`src/rtl/response_buffer_if.sv`:
```
// response_buffer_if: response path bundle between shared_resource, response_buffer and consumer
// Ports (slave = buffer side):
//   in_issue, in_data, in_id, in_valid, in_stall             -> into the buffer
//   out_credit, out_data, out_id, out_valid, out_count,
//   out_overflow, out_underflow                              <- out of the buffer
`ifndef DATA_WIDTH
`define DATA_WIDTH 8
`endif
`ifndef ID_WIDTH
`define ID_WIDTH 4
`endif
interface response_buffer_if #(
  parameter int DEPTH = 4,
  parameter int DATA_W = `DATA_WIDTH,
  parameter int ID_W = `ID_WIDTH
);
  localparam int CNT_W = $clog2(DEPTH + 1);
  logic in_issue;
  logic in_valid;
  logic in_stall;
  logic [DATA_W-1:0] in_data;
  logic [ID_W-1:0] in_id;
  logic out_credit;
  logic out_valid;
  logic out_overflow;
  logic out_underflow;
  logic [DATA_W-1:0] out_data;
  logic [ID_W-1:0] out_id;
  logic [CNT_W-1:0] out_count;
  modport slave (
    input in_issue, in_valid, in_stall, in_data, in_id,
    output out_credit, out_valid, out_overflow, out_underflow, out_data, out_id, out_count
  );
  modport master (
    output in_issue, in_valid, in_stall, in_data, in_id,
    input out_credit, out_valid, out_overflow, out_underflow, out_data, out_id, out_count
  );
endinterface

```
`src/rtl/response_buffer.sv`:
```
// response_buffer: non-stallable response capture FIFO with credit-based issue throttling
// Ports: clk, reset (sync, active-low), bus (response_buffer_if.slave):
//   in_issue/in_valid/in_data/in_id from the resource, in_stall from the consumer,
//   out_credit to the arbiter, out_valid/out_data/out_id/out_count to the consumer,
//   out_overflow/out_underflow sticky error flags.
`ifndef DATA_WIDTH
`define DATA_WIDTH 8
`endif
`ifndef ID_WIDTH
`define ID_WIDTH 4
`endif
module response_buffer #(
  parameter int DEPTH = 4,
  parameter int DATA_W = `DATA_WIDTH,
  parameter int ID_W = `ID_WIDTH
) (
  input logic clk,
  input logic reset,
  response_buffer_if.slave bus
);
  localparam int CNT_W = $clog2(DEPTH + 1);
  localparam int PTR_W = $clog2(DEPTH);
  logic [DATA_W-1:0] data_mem [DEPTH];
  logic [ID_W-1:0] id_mem [DEPTH];
  logic [PTR_W-1:0] rd_ptr, wr_ptr;
  logic [CNT_W-1:0] count, inflight, count_nxt, inflight_nxt;
  logic [CNT_W:0] reserved;
  logic credit, pop, push, issue_ok, retire, overflow, underflow;
  // A response arriving in the same cycle as an accepted issue retires that
  // issue, so inflight only decrements when there is something to retire.
  always_comb begin
    reserved = {1'b0, count} + {1'b0, inflight};
    credit = reserved < (CNT_W + 1)'(DEPTH);
    pop = (count != '0) & ~bus.in_stall;
    push = bus.in_valid & ((count < CNT_W'(DEPTH)) | pop);
    issue_ok = bus.in_issue & credit;
    retire = bus.in_valid & ((inflight != '0) | issue_ok);
    count_nxt = count + CNT_W'(push) - CNT_W'(pop);
    inflight_nxt = inflight + CNT_W'(issue_ok) - CNT_W'(retire);
  end
  always_ff @(posedge clk) begin
    if (!reset) begin
      rd_ptr <= '0;
      wr_ptr <= '0;
      count <= '0;
      inflight <= '0;
      overflow <= 1'b0;
      underflow <= 1'b0;
      for (int i = 0; i < DEPTH; i++) begin
        data_mem[i] <= '0;
        id_mem[i] <= '0;
      end
    end else begin
      if (push) begin
        data_mem[wr_ptr] <= bus.in_data;
        id_mem[wr_ptr] <= bus.in_id;
        wr_ptr <= wr_ptr + PTR_W'(1);
      end
      if (pop) rd_ptr <= rd_ptr + PTR_W'(1);
      count <= count_nxt;
      inflight <= inflight_nxt;
      overflow <= overflow | (bus.in_valid & ~push) | (bus.in_issue & ~credit);
      underflow <= underflow | (bus.in_valid & (inflight == '0) & ~issue_ok);
    end
  end
  assign bus.out_data = data_mem[rd_ptr];
  assign bus.out_id = id_mem[rd_ptr];
  assign bus.out_valid = count != '0;
  assign bus.out_count = count;
  assign bus.out_credit = credit;
  assign bus.out_overflow = overflow;
  assign bus.out_underflow = underflow;
endmodule

```
`src/flat_wrapper.sv`:
```
// flat-port wrapper written by rule: the top's interface ports become plain ports
module response_buffer_flat 
#(
  parameter int DEPTH = 4,
  parameter int DATA_W = `DATA_WIDTH,
  parameter int ID_W = `ID_WIDTH
)
  (clk, reset, bus_in_issue, bus_in_valid, bus_in_stall, bus_in_data, bus_in_id, bus_out_credit, bus_out_valid, bus_out_overflow, bus_out_underflow, bus_out_data, bus_out_id, bus_out_count);
  response_buffer_if #(.DEPTH(DEPTH), .DATA_W(DATA_W), .ID_W(ID_W)) bus_i ();
  input logic clk;
  input logic reset;
  input wire logic [$bits(bus_i.in_issue)-1:0] bus_in_issue;
  input wire logic [$bits(bus_i.in_valid)-1:0] bus_in_valid;
  input wire logic [$bits(bus_i.in_stall)-1:0] bus_in_stall;
  input wire logic [$bits(bus_i.in_data)-1:0] bus_in_data;
  input wire logic [$bits(bus_i.in_id)-1:0] bus_in_id;
  output wire logic [$bits(bus_i.out_credit)-1:0] bus_out_credit;
  output wire logic [$bits(bus_i.out_valid)-1:0] bus_out_valid;
  output wire logic [$bits(bus_i.out_overflow)-1:0] bus_out_overflow;
  output wire logic [$bits(bus_i.out_underflow)-1:0] bus_out_underflow;
  output wire logic [$bits(bus_i.out_data)-1:0] bus_out_data;
  output wire logic [$bits(bus_i.out_id)-1:0] bus_out_id;
  output wire logic [$bits(bus_i.out_count)-1:0] bus_out_count;
  assign bus_i.in_issue = bus_in_issue;
  assign bus_i.in_valid = bus_in_valid;
  assign bus_i.in_stall = bus_in_stall;
  assign bus_i.in_data = bus_in_data;
  assign bus_i.in_id = bus_in_id;
  assign bus_out_credit = bus_i.out_credit;
  assign bus_out_valid = bus_i.out_valid;
  assign bus_out_overflow = bus_i.out_overflow;
  assign bus_out_underflow = bus_i.out_underflow;
  assign bus_out_data = bus_i.out_data;
  assign bus_out_id = bus_i.out_id;
  assign bus_out_count = bus_i.out_count;
  response_buffer #(.DEPTH(DEPTH), .DATA_W(DATA_W), .ID_W(ID_W)) u_core (.clk(clk), .reset(reset), .bus(bus_i));
endmodule
```
`config.mk`:
```
export PLATFORM = sky130hd
export DESIGN_NAME = response_buffer_flat
export DESIGN_NICKNAME = d
export VERILOG_FILES = /design/src/rtl/response_buffer_if.sv /design/src/rtl/response_buffer.sv /design/src/flat_wrapper.sv
export SDC_FILE = /design/constraint.sdc
export NUM_CORES = 1
export LEC_CHECK = 0
export ABC_CLOCK_PERIOD_IN_PS = 3250
export CORE_MARGIN = 10
export CORE_UTILIZATION = 55
export CTS_CLUSTER_DIAMETER = 100
export DETAILED_ROUTE_END_ITERATION = 8
export PLACE_DENSITY = 0.79
export SLEW_MARGIN = 5
export SYNTH_ARGS = -nofsm -noshare
export SYNTH_HDL_FRONTEND = slang
export SYNTH_SLANG_ARGS = --single-unit
```
`constraint.sdc`:
```
create_clock -name clk -period 3.25 [get_ports clk]
set_input_delay 0.4875 -clock clk [delete_from_list [all_inputs] [get_ports clk]]
set_output_delay 0.4875 -clock clk [all_outputs]
set_load 0.02 [all_outputs]
```
---- Word-level counts from Yosys, hierarchy flattened ----
Memory sizes are Yosys's and may differ from the RTL's. A register that Yosys moved wholly into a read port is not among the register bits.
Index checks and enable logic that the tools add are counted.
word-level totals
  bits in registers ....................... 12
  RAM bits ................................ 48
  input bits .............................. 17
  output and inout bits ................... 19
  logic and storage cells ................. 53
  memories ................................ 2
operators by class
  $add $sub $neg .......................... 7
  magnitude comparators ................... 2
  muxes and demuxes ....................... 14
  bitwise operators ....................... 17
  reductions and logical operators ........ 5
memory list
  memory           depth  bits a word  read ports  clocked after Yosys merged registers in  write ports  line                   source
  u_core.data_mem  4      8            1           1                                        4            response_buffer.sv:23  logic [DATA_W-1:0] data_mem [DEPTH];
  u_core.id_mem    4      4            1           1                                        4            response_buffer.sv:24  logic [ID_W-1:0] id_mem [DEPTH];
operators by type and width
  cell                                                count
  two-way mux 2 bit                                   6
  bitwise AND 1 bit                                   8
  two-way mux 8 bit                                   1
  OR reduction 8 bit                                  1
  adder 3 x 1 -> 3 bit                                2
  two-way mux 1 bit                                   6
  nonzero test 3 bit                                  2
  subtractor 3 x 1 -> 3 bit                           2
  bitwise OR 1 bit                                    5
  adder 2 x 1 -> 2 bit, second input constant         2
  adder 3 x 3 -> 4 bit                                1
  < comparator 4 x 3 -> 1 bit, second input constant  1
  two-way mux 4 bit                                   1
  NOT 1 bit                                           4
  OR reduction 4 bit                                  1
  zero test 3 bit                                     1
  < comparator 3 bit, second input constant           1

---- Longest topological paths before layout ----
Gate-level depths: netlist (run 1).
  depth in word-level cells ............... 9
  mapped depth ............................ 11
  gate-level depth less buffers ........... 11

---- Worst setup path before layout (run 1) ----
Ideal clock, no wire load.
  kind .................................... flip-flop to flip-flop
  start point ............................. reg u_core.count[2], in the netlist u_core.bus.out_count[2]
  end point ............................... reg u_core.inflight[2]
  library setup time ...................... 0.078 ns
  arrival time ............................ 2.451 ns
  required time ........................... 3.172 ns
  path slack .............................. 0.721 ns
  stages on the path, launching flop included .. 12
  buffers on the path ..................... 0
  clock period less this slack ............ 2.529 ns
  cell sequence ........................... dfxtp_1 -> ha_1 -> nor4b_1 -> o41a_1 -> ha_1 -> inv_1 -> ha_1 -> inv_1 -> fa_1 -> xor2_1 -> and2_1 -> nor3_1
between the ends
  cells in the longest elaborated chain, start to end .. 6
  elaborated cells on any way between the ends .. 7
  classes of those cells .................. add/sub: 3; order compare: 1; bitwise: 3
RTL lines
  element                                                                       line                   source
  start: declaration                                                            response_buffer.sv:26  logic [CNT_W-1:0] count, inflight, count_nxt, inflight_nxt;
  start signal: assignment                                                      response_buffer.sv:60  count <= count_nxt;
  adder 3 x 3 -> 4 bit *                                                        response_buffer.sv:32  reserved = {1'b0, count} + {1'b0, inflight};
  < comparator 4 x 3 -> 1 bit *                                                 response_buffer.sv:33  credit = reserved < (CNT_W + 1)'(DEPTH);
  bitwise AND 1 bit *                                                           response_buffer.sv:36  issue_ok = bus.in_issue & credit;
  parallel branches: the longest is 2 deep, another holds adder 3 x 1 -> 3 bit  --
  subtractor 3 x 1 -> 3 bit *                                                   response_buffer.sv:39  inflight_nxt = inflight + CNT_W'(issue_ok) - CNT_W'(retire);
  end signal: assignment                                                        response_buffer.sv:61  inflight <= inflight_nxt;
  end: declaration                                                              response_buffer.sv:26
Every way passes the cells marked *.
A chain may end at the register's enable or synchronous reset.

---- Worst setup path in the final report (run 1) ----
  start point ............................. reg u_core.inflight[1]
  end point ............................... out bus_out_credit
between the ends
  cells in the longest elaborated chain, start to end .. 2
RTL lines
  element                      line                   source
  adder 3 x 3 -> 4 bit         response_buffer.sv:32
  < comparator 4 x 3 -> 1 bit  response_buffer.sv:33
  end: declaration             flat_wrapper.sv:17     output wire logic [$bits(bus_i.out_credit)-1:0] bus_out_credit;
No other way between the ends.

==> flow_summary.ini, run 1 <==
[logic_synthesis]
synth_area_per_cell_um2 = 14.2
syn_area_um2 = 2840
synthDistinctLibCells = 35
ys_seq_elements = 62
syn-num-nets = 225
synthCells = 200
synth_edf_count = 48
synth.yosys.seq_area_share_pct = 60.6
yosys_warnings = 0
async_reset_ff_share_pct = 0
synthFlopType = edfxtp_1

[place]
dpl_cell_area_um2 = 3260
detailedPlace.worstSlack_ns = 0.462
gp_congestion = 0.742
detailed_place_hpwl_um = 3670
io_buffer_count = 35

[die]
die-area_um2 = 8440
die_w_um = 91.9
start_util_pct = 56.4
io_pins = 36
fp.dieH_um = 91.9
rows = 26
core_area_um2 = 5040

[setup_path]
critPathRequiredTime_ns = 2.76
worst-path-stages = 4
crit_path_start_kind = register
worst_path_max_delay_cell = clkdlybuf4s50_1
reg2reg_slack_ns = 0.68
arrival_ns = 2.19
cpPeakStageDelay_ns = 0.68
worst-path-max-fanout = 5
crit_family = buffers and inverters
reg2reg_depth = 11
crit_chain = ha_1, nand3_1, nor4b_1, clkdlybuf4s50_1
critPathCaptureType = output port
crit_buf_inv = 1
worstSetupPathType = reg -> out

[finish]
diodes = 0
final_cell_mix = 48 x edfxtp_1, 35 x clkdlybuf4s50_1, 30 x and2_1
drive_gt1_share_pct = 15.4
fin_area_um2 = 3490
layout.nets = 266
syn2layout_area_growth_pct = 22.9
mostFrequentLayoutCell = edfxtp_1

[global_routing]
grt_first_pass_wirelength_um = 9360
grt_max_degree = 28
grt_usage_pct = 14.3
grt_pass1_vias = 1804
overflow = 0
antenna_found_initial = 0

[clock_network]
cts_resized = 0
clk_latency_ns = 0.33
clk_pin_slew_worst_paths_ns = 0.06
htree_levels = 3
post-cts-setup-buffers = 0
cts_buffer_depth = 2
cts_made_buffers = 9
clock-sinks = 62
cts_tree = done
root_buffer = clkbuf_8
ctsHoldBuffers = 0

[drt]
drc = 0
routed_wl_um = 5740
wl_per_cell_um = 18.2
firstDrtPassIters = 4
dr_total_vias = 1736
ant_nets = 0
via_per_inst = 5.49
drtIter0Drc = 119

[sta]
hold_violations = 0
max_freq_ghz = 0.373
tightest_slew_ns = 0.841
finalCritPeriodShare_pct = 82.4
rsz0062_at_grt = false
setup_viol = 0
max_slew_margin_pct = 43.8
fin_crit_ns = 2.68
totalNegativeSetupSlack_ns = 0
hold_ws_ns = 0.476
finClkSkew_ns = 0.00745
setup_ws_ns = 0.571
maxSlewViolCount = 0

[status]
outcome = finished, final reports clean

[flow_run]
maxCapViolations = 0

[power]
power.total_mw = 2.66
p_leak_nw = 1.39
ir_worst_vdd_mv = 0.553
power_density_nw_per_um2 = 762

[min_path]
hold-path-cell-count = 2
hold_class = reg -> reg
## per-stage QoR
stage	cells	utilization (%)
6_report	316	69.3
5_1_grt	316	69.3
4_1_cts	316	69.3
3_5_place_dp	300	64.6
3_3_place_gp	300	64.6
2_1_floorplan	200	-
## power by group
part	switching [mW]	internal, mW	leakage, nW
Sequential	0.0810	0.971	0.615
Combinational	0.400	0.399	0.650
Clock	0.303	0.505	0.121
Total	0.785	1.88	1.39
## area by class of cell
class                      instances  area (um2)
timing repair buffer              40         388
tap                               70        87.6
multi-input combinational        118        1020
sequential                        62        1720
inverter                          10        37.5
clock buffer                       9         124
clock inverter                     7         113
fill                             357        1550
## synth_stat cells, types with 2 or more instances
| master | n | area [um2] |
|---|---|---|
| a21oi_1 | 2 | 10.0 |
| buf_4 | 3 | 22.5 |
| inv_2 | 2 | 7.51 |
| ha_1 | 6 | 75.1 |
| nand3_1 | 3 | 15.0 |
| o21ai_0 | 4 | 20.0 |
| mux2i_1 | 2 | 20.0 |
| nand2_1 | 6 | 22.5 |
| and2_1 | 30 | 188 |
| nor3_1 | 3 | 15.0 |
| buf_2 | 3 | 15.0 |
| nand2b_1 | 4 | 25.0 |
| inv_1 | 8 | 30.0 |
| xnor2_1 | 3 | 26.3 |
| nor4b_1 | 2 | 17.5 |
| fa_1 | 2 | 40.0 |
| dfxtp_1 | 14 | 280 |
| mux4_2 | 12 | 270 |
| clkbuf_1 | 2 | 7.51 |
| and3_1 | 24 | 150 |
| edfxtp_1 | 48 | 1440 |
| nor2_1 | 4 | 15.0 |
## flip-flops by register name, summed over array words and instances (netlist names), named ones only
name / cells
u_core.rd_ptr: 2
u_core.wr_ptr: 2
u_core.bus.out_count: 3
u_core.id_mem: 16
u_core.data_mem: 32
u_core.bus.out_underflow: 1
u_core.bus.out_overflow: 1
u_core.inflight: 3
## logic make-up after synthesis
kind of cell | count (synthesis) | synth area share (%)
simple gates | 82 | 18.0
flops | 62 | 60.6
buf+inv | 20 | 3.43
mux | 14 | 10.2
compound gates | 10 | 2.47
fa+ha+maj | 8 | 4.05
xor+xnor | 4 | 1.23
## worst min-delay path: stages (launching register included)
cell and delay [ns]:
dfxtp_1 0.33, nand2_1 0.05, o21ai_0 0.06
## routing by layer
layer  wire length [um]  vias up  global-route usage [%]
met3                220       12                    3.75
met4                131        0                    7.33
met5                  0        -                       0
li1                   -      818                       -
met2               2960       31                    23.6
met1               2440      875                    16.8
## final timing paths
check / from / to
worst max-delay path: u_core.inflight[1] / bus_out_credit
worst min-delay path: u_core.bus.out_underflow / u_core.bus.out_underflow
worst min register to register: u_core.bus.out_underflow / u_core.bus.out_underflow
worst max register to register: u_core.bus.out_count[2] / u_core.inflight[2]
Power figures use the tool's default switching activity.
==> run 2: changes to the inputs <==
- ABC_CLOCK_PERIOD_IN_PS: 3250 -> 2500
- clock period: 3.25 -> 2.5 ns (I/O delays scaled with it)
==> flow_summary.ini, run 2 (synthesized netlist as in run 1, its figures left out) <==
[finish]
top_register = u_core.data_mem
final_cell_mix = 48 x edfxtp_1, 34 x clkdlybuf4s50_1, 30 x and2_1
largest_register_ffs = 32
layout.nets = 281
diodes = 0
drive_gt1_share_pct = 22.2
reg_top3 = u_core.data_mem x32, u_core.id_mem x16
syn2layout_area_growth_pct = 26.2
mostFrequentLayoutCell = edfxtp_1

[sta]
finClkSkew_ns = 0.00830
max_slew_margin_pct = 67.9
totalNegativeSetupSlack_ns = 0
setup_viol = 0
maxSlewViolCount = 0
rsz0062_at_grt = true
hold_ws_ns = 0.475
tightest_slew_ns = 0.480
max_freq_ghz = 0.414
fin_crit_ns = 2.41
finalCritPeriodShare_pct = 96.6
hold_violations = 0

[global_routing]
grt_pass1_vias = 1927
overflow = 0
grt_first_pass_wirelength_um = 9920
grt_max_degree = 28
antenna_found_initial = 0
grt_usage_pct = 15.1

[die]
die-area_um2 = 8440
fp.dieH_um = 91.9
core_area_um2 = 5040
start_util_pct = 56.4
die_w_um = 91.9
rows = 26
io_pins = 36

[power]
switching_share_pct = 31.0
internal-power_mw = 2.31
p_leak_nw = 1.44
power_density_nw_per_um2 = 935
clockPowerShare_pct = 25.1
p_sw_mw = 1.04
power.total_mw = 3.35
pwr-share-seq_pct = 40.4
combPwrFrac_pct = 34.6
ir_worst_vdd_mv = 0.704

[clock_network]
post-cts-setup-buffers = 0
cts_buffer_depth = 2
clock-sinks = 62
cts_tree = done
cts_made_buffers = 9
clk_pin_slew_worst_paths_ns = 0.07
root_buffer = clkbuf_8
clk_latency_ns = 0.34
ctsHoldBuffers = 0
htree_levels = 3

[setup_path]
worst-path-max-fanout = 5
crit_path_start_kind = register
critPathRequiredTime_ns = 2.75
arrival_ns = 2.67
critPathCaptureType = register
worstSetupPathType = reg -> reg

[place]
io_buffer_count = 35
detailed_place_hpwl_um = 4170
gp_congestion = 0.741

[flow_run]
maxCapViolations = 0

[min_path]
hold_class = reg -> reg

[drt]
routed_wl_um = 5940
wl_per_cell_um = 17.9
firstDrtPassIters = 4
dr_total_vias = 1794
drtIter0Drc = 139
via_per_inst = 5.42
ant_nets = 0
drc = 0

[status]
outcome = finished, final reports clean
## run 2: cell types whose count changed in the layout (fill, tap and decap cells not counted), moves of 2 or more
cell / previous run / this run
buf_4: 5 / 20
bufinv_16: 3 / 1
dfxtp_1: 14 / 11
dfxtp_2: 0 / 2
## run 2: final timing paths
kind,start,to,slack [ns],cells past startpoint
worst min register to register,u_core.bus.out_underflow,u_core.bus.out_underflow,0.47,2
worst max register to register,u_core.inflight[2],u_core.inflight[2],0.09,11
worst max-delay path,u_core.inflight[2],u_core.inflight[2],0.09,11
worst min-delay path,u_core.bus.out_underflow,u_core.bus.out_underflow,0.47,2
## run 2: cell type report
class / count / area [um2]
sequential: 62 / 1730
fill: 349 / 1460
multi-input combinational: 118 / 1040
timing repair buffer: 55 / 499
clock buffer: 9 / 124
tap: 70 / 87.6
clock inverter: 7 / 65.1
inverter: 10 / 37.5
## run 2: through the flow
| step | cell area (um2) | worst slack (ns) | cells | utilization [%] |
|---|---|---|---|---|
| 6_report | 3580 | 0.0853 | 331 | 71.1 |
| 5_1_grt | 3580 | -0.0443 | 331 | 71.1 |
| 3_3_place_gp | 3370 | -0.0979 | 315 | 66.8 |
| 3_5_place_dp | 3370 | -0.206 | 315 | 66.8 |
| 4_1_cts | 3560 | 0.0669 | 331 | 70.7 |
| 2_1_floorplan | 2840 | 0.0998 | 200 | - |
## run 2: routing by layer
metal	vias to the layer above	part of all wire (%)	global-route usage [%]
li1	841	-	-
met1	888	41	16.8
met2	53	51	26.2
met3	12	5.4	3.59
met4	0	2.4	8.48
met5	-	0	0
## run 2: what timing repair did
| action | in CTS | in global routing |
|---|---|---|
| cloned | 0 | 0 |
| resized for setup | 2 | 5 |
| pin swaps | 0 | 2 |
| setup endpoints to repair | 2 | 1 |
## run 2: critical path: stages (launching register included)
cell     delay, ns
dfxtp_4       0.36
ha_4          0.27
nor4b_2       0.04
o41a_1        0.41
ha_1          0.28
inv_1         0.06
ha_1          0.13
inv_1         0.05
fa_2          0.33
xor2_1        0.15
and2_1        0.15
nor3_1        0.11
## run 2: power groups by stage
stage | combinational [mW] | clock [mW] | sequential (mW)
final | 1.16 | 0.840 | 1.35
after global routing | 1.27 | 0.903 | 1.37
after CTS | 1.16 | 0.854 | 1.34
after detailed placement | 1.16 | 0 | 1.36
after global placement | 1.12 | 0 | 1.36
after floorplan | 0.641 | 0 | 1.40
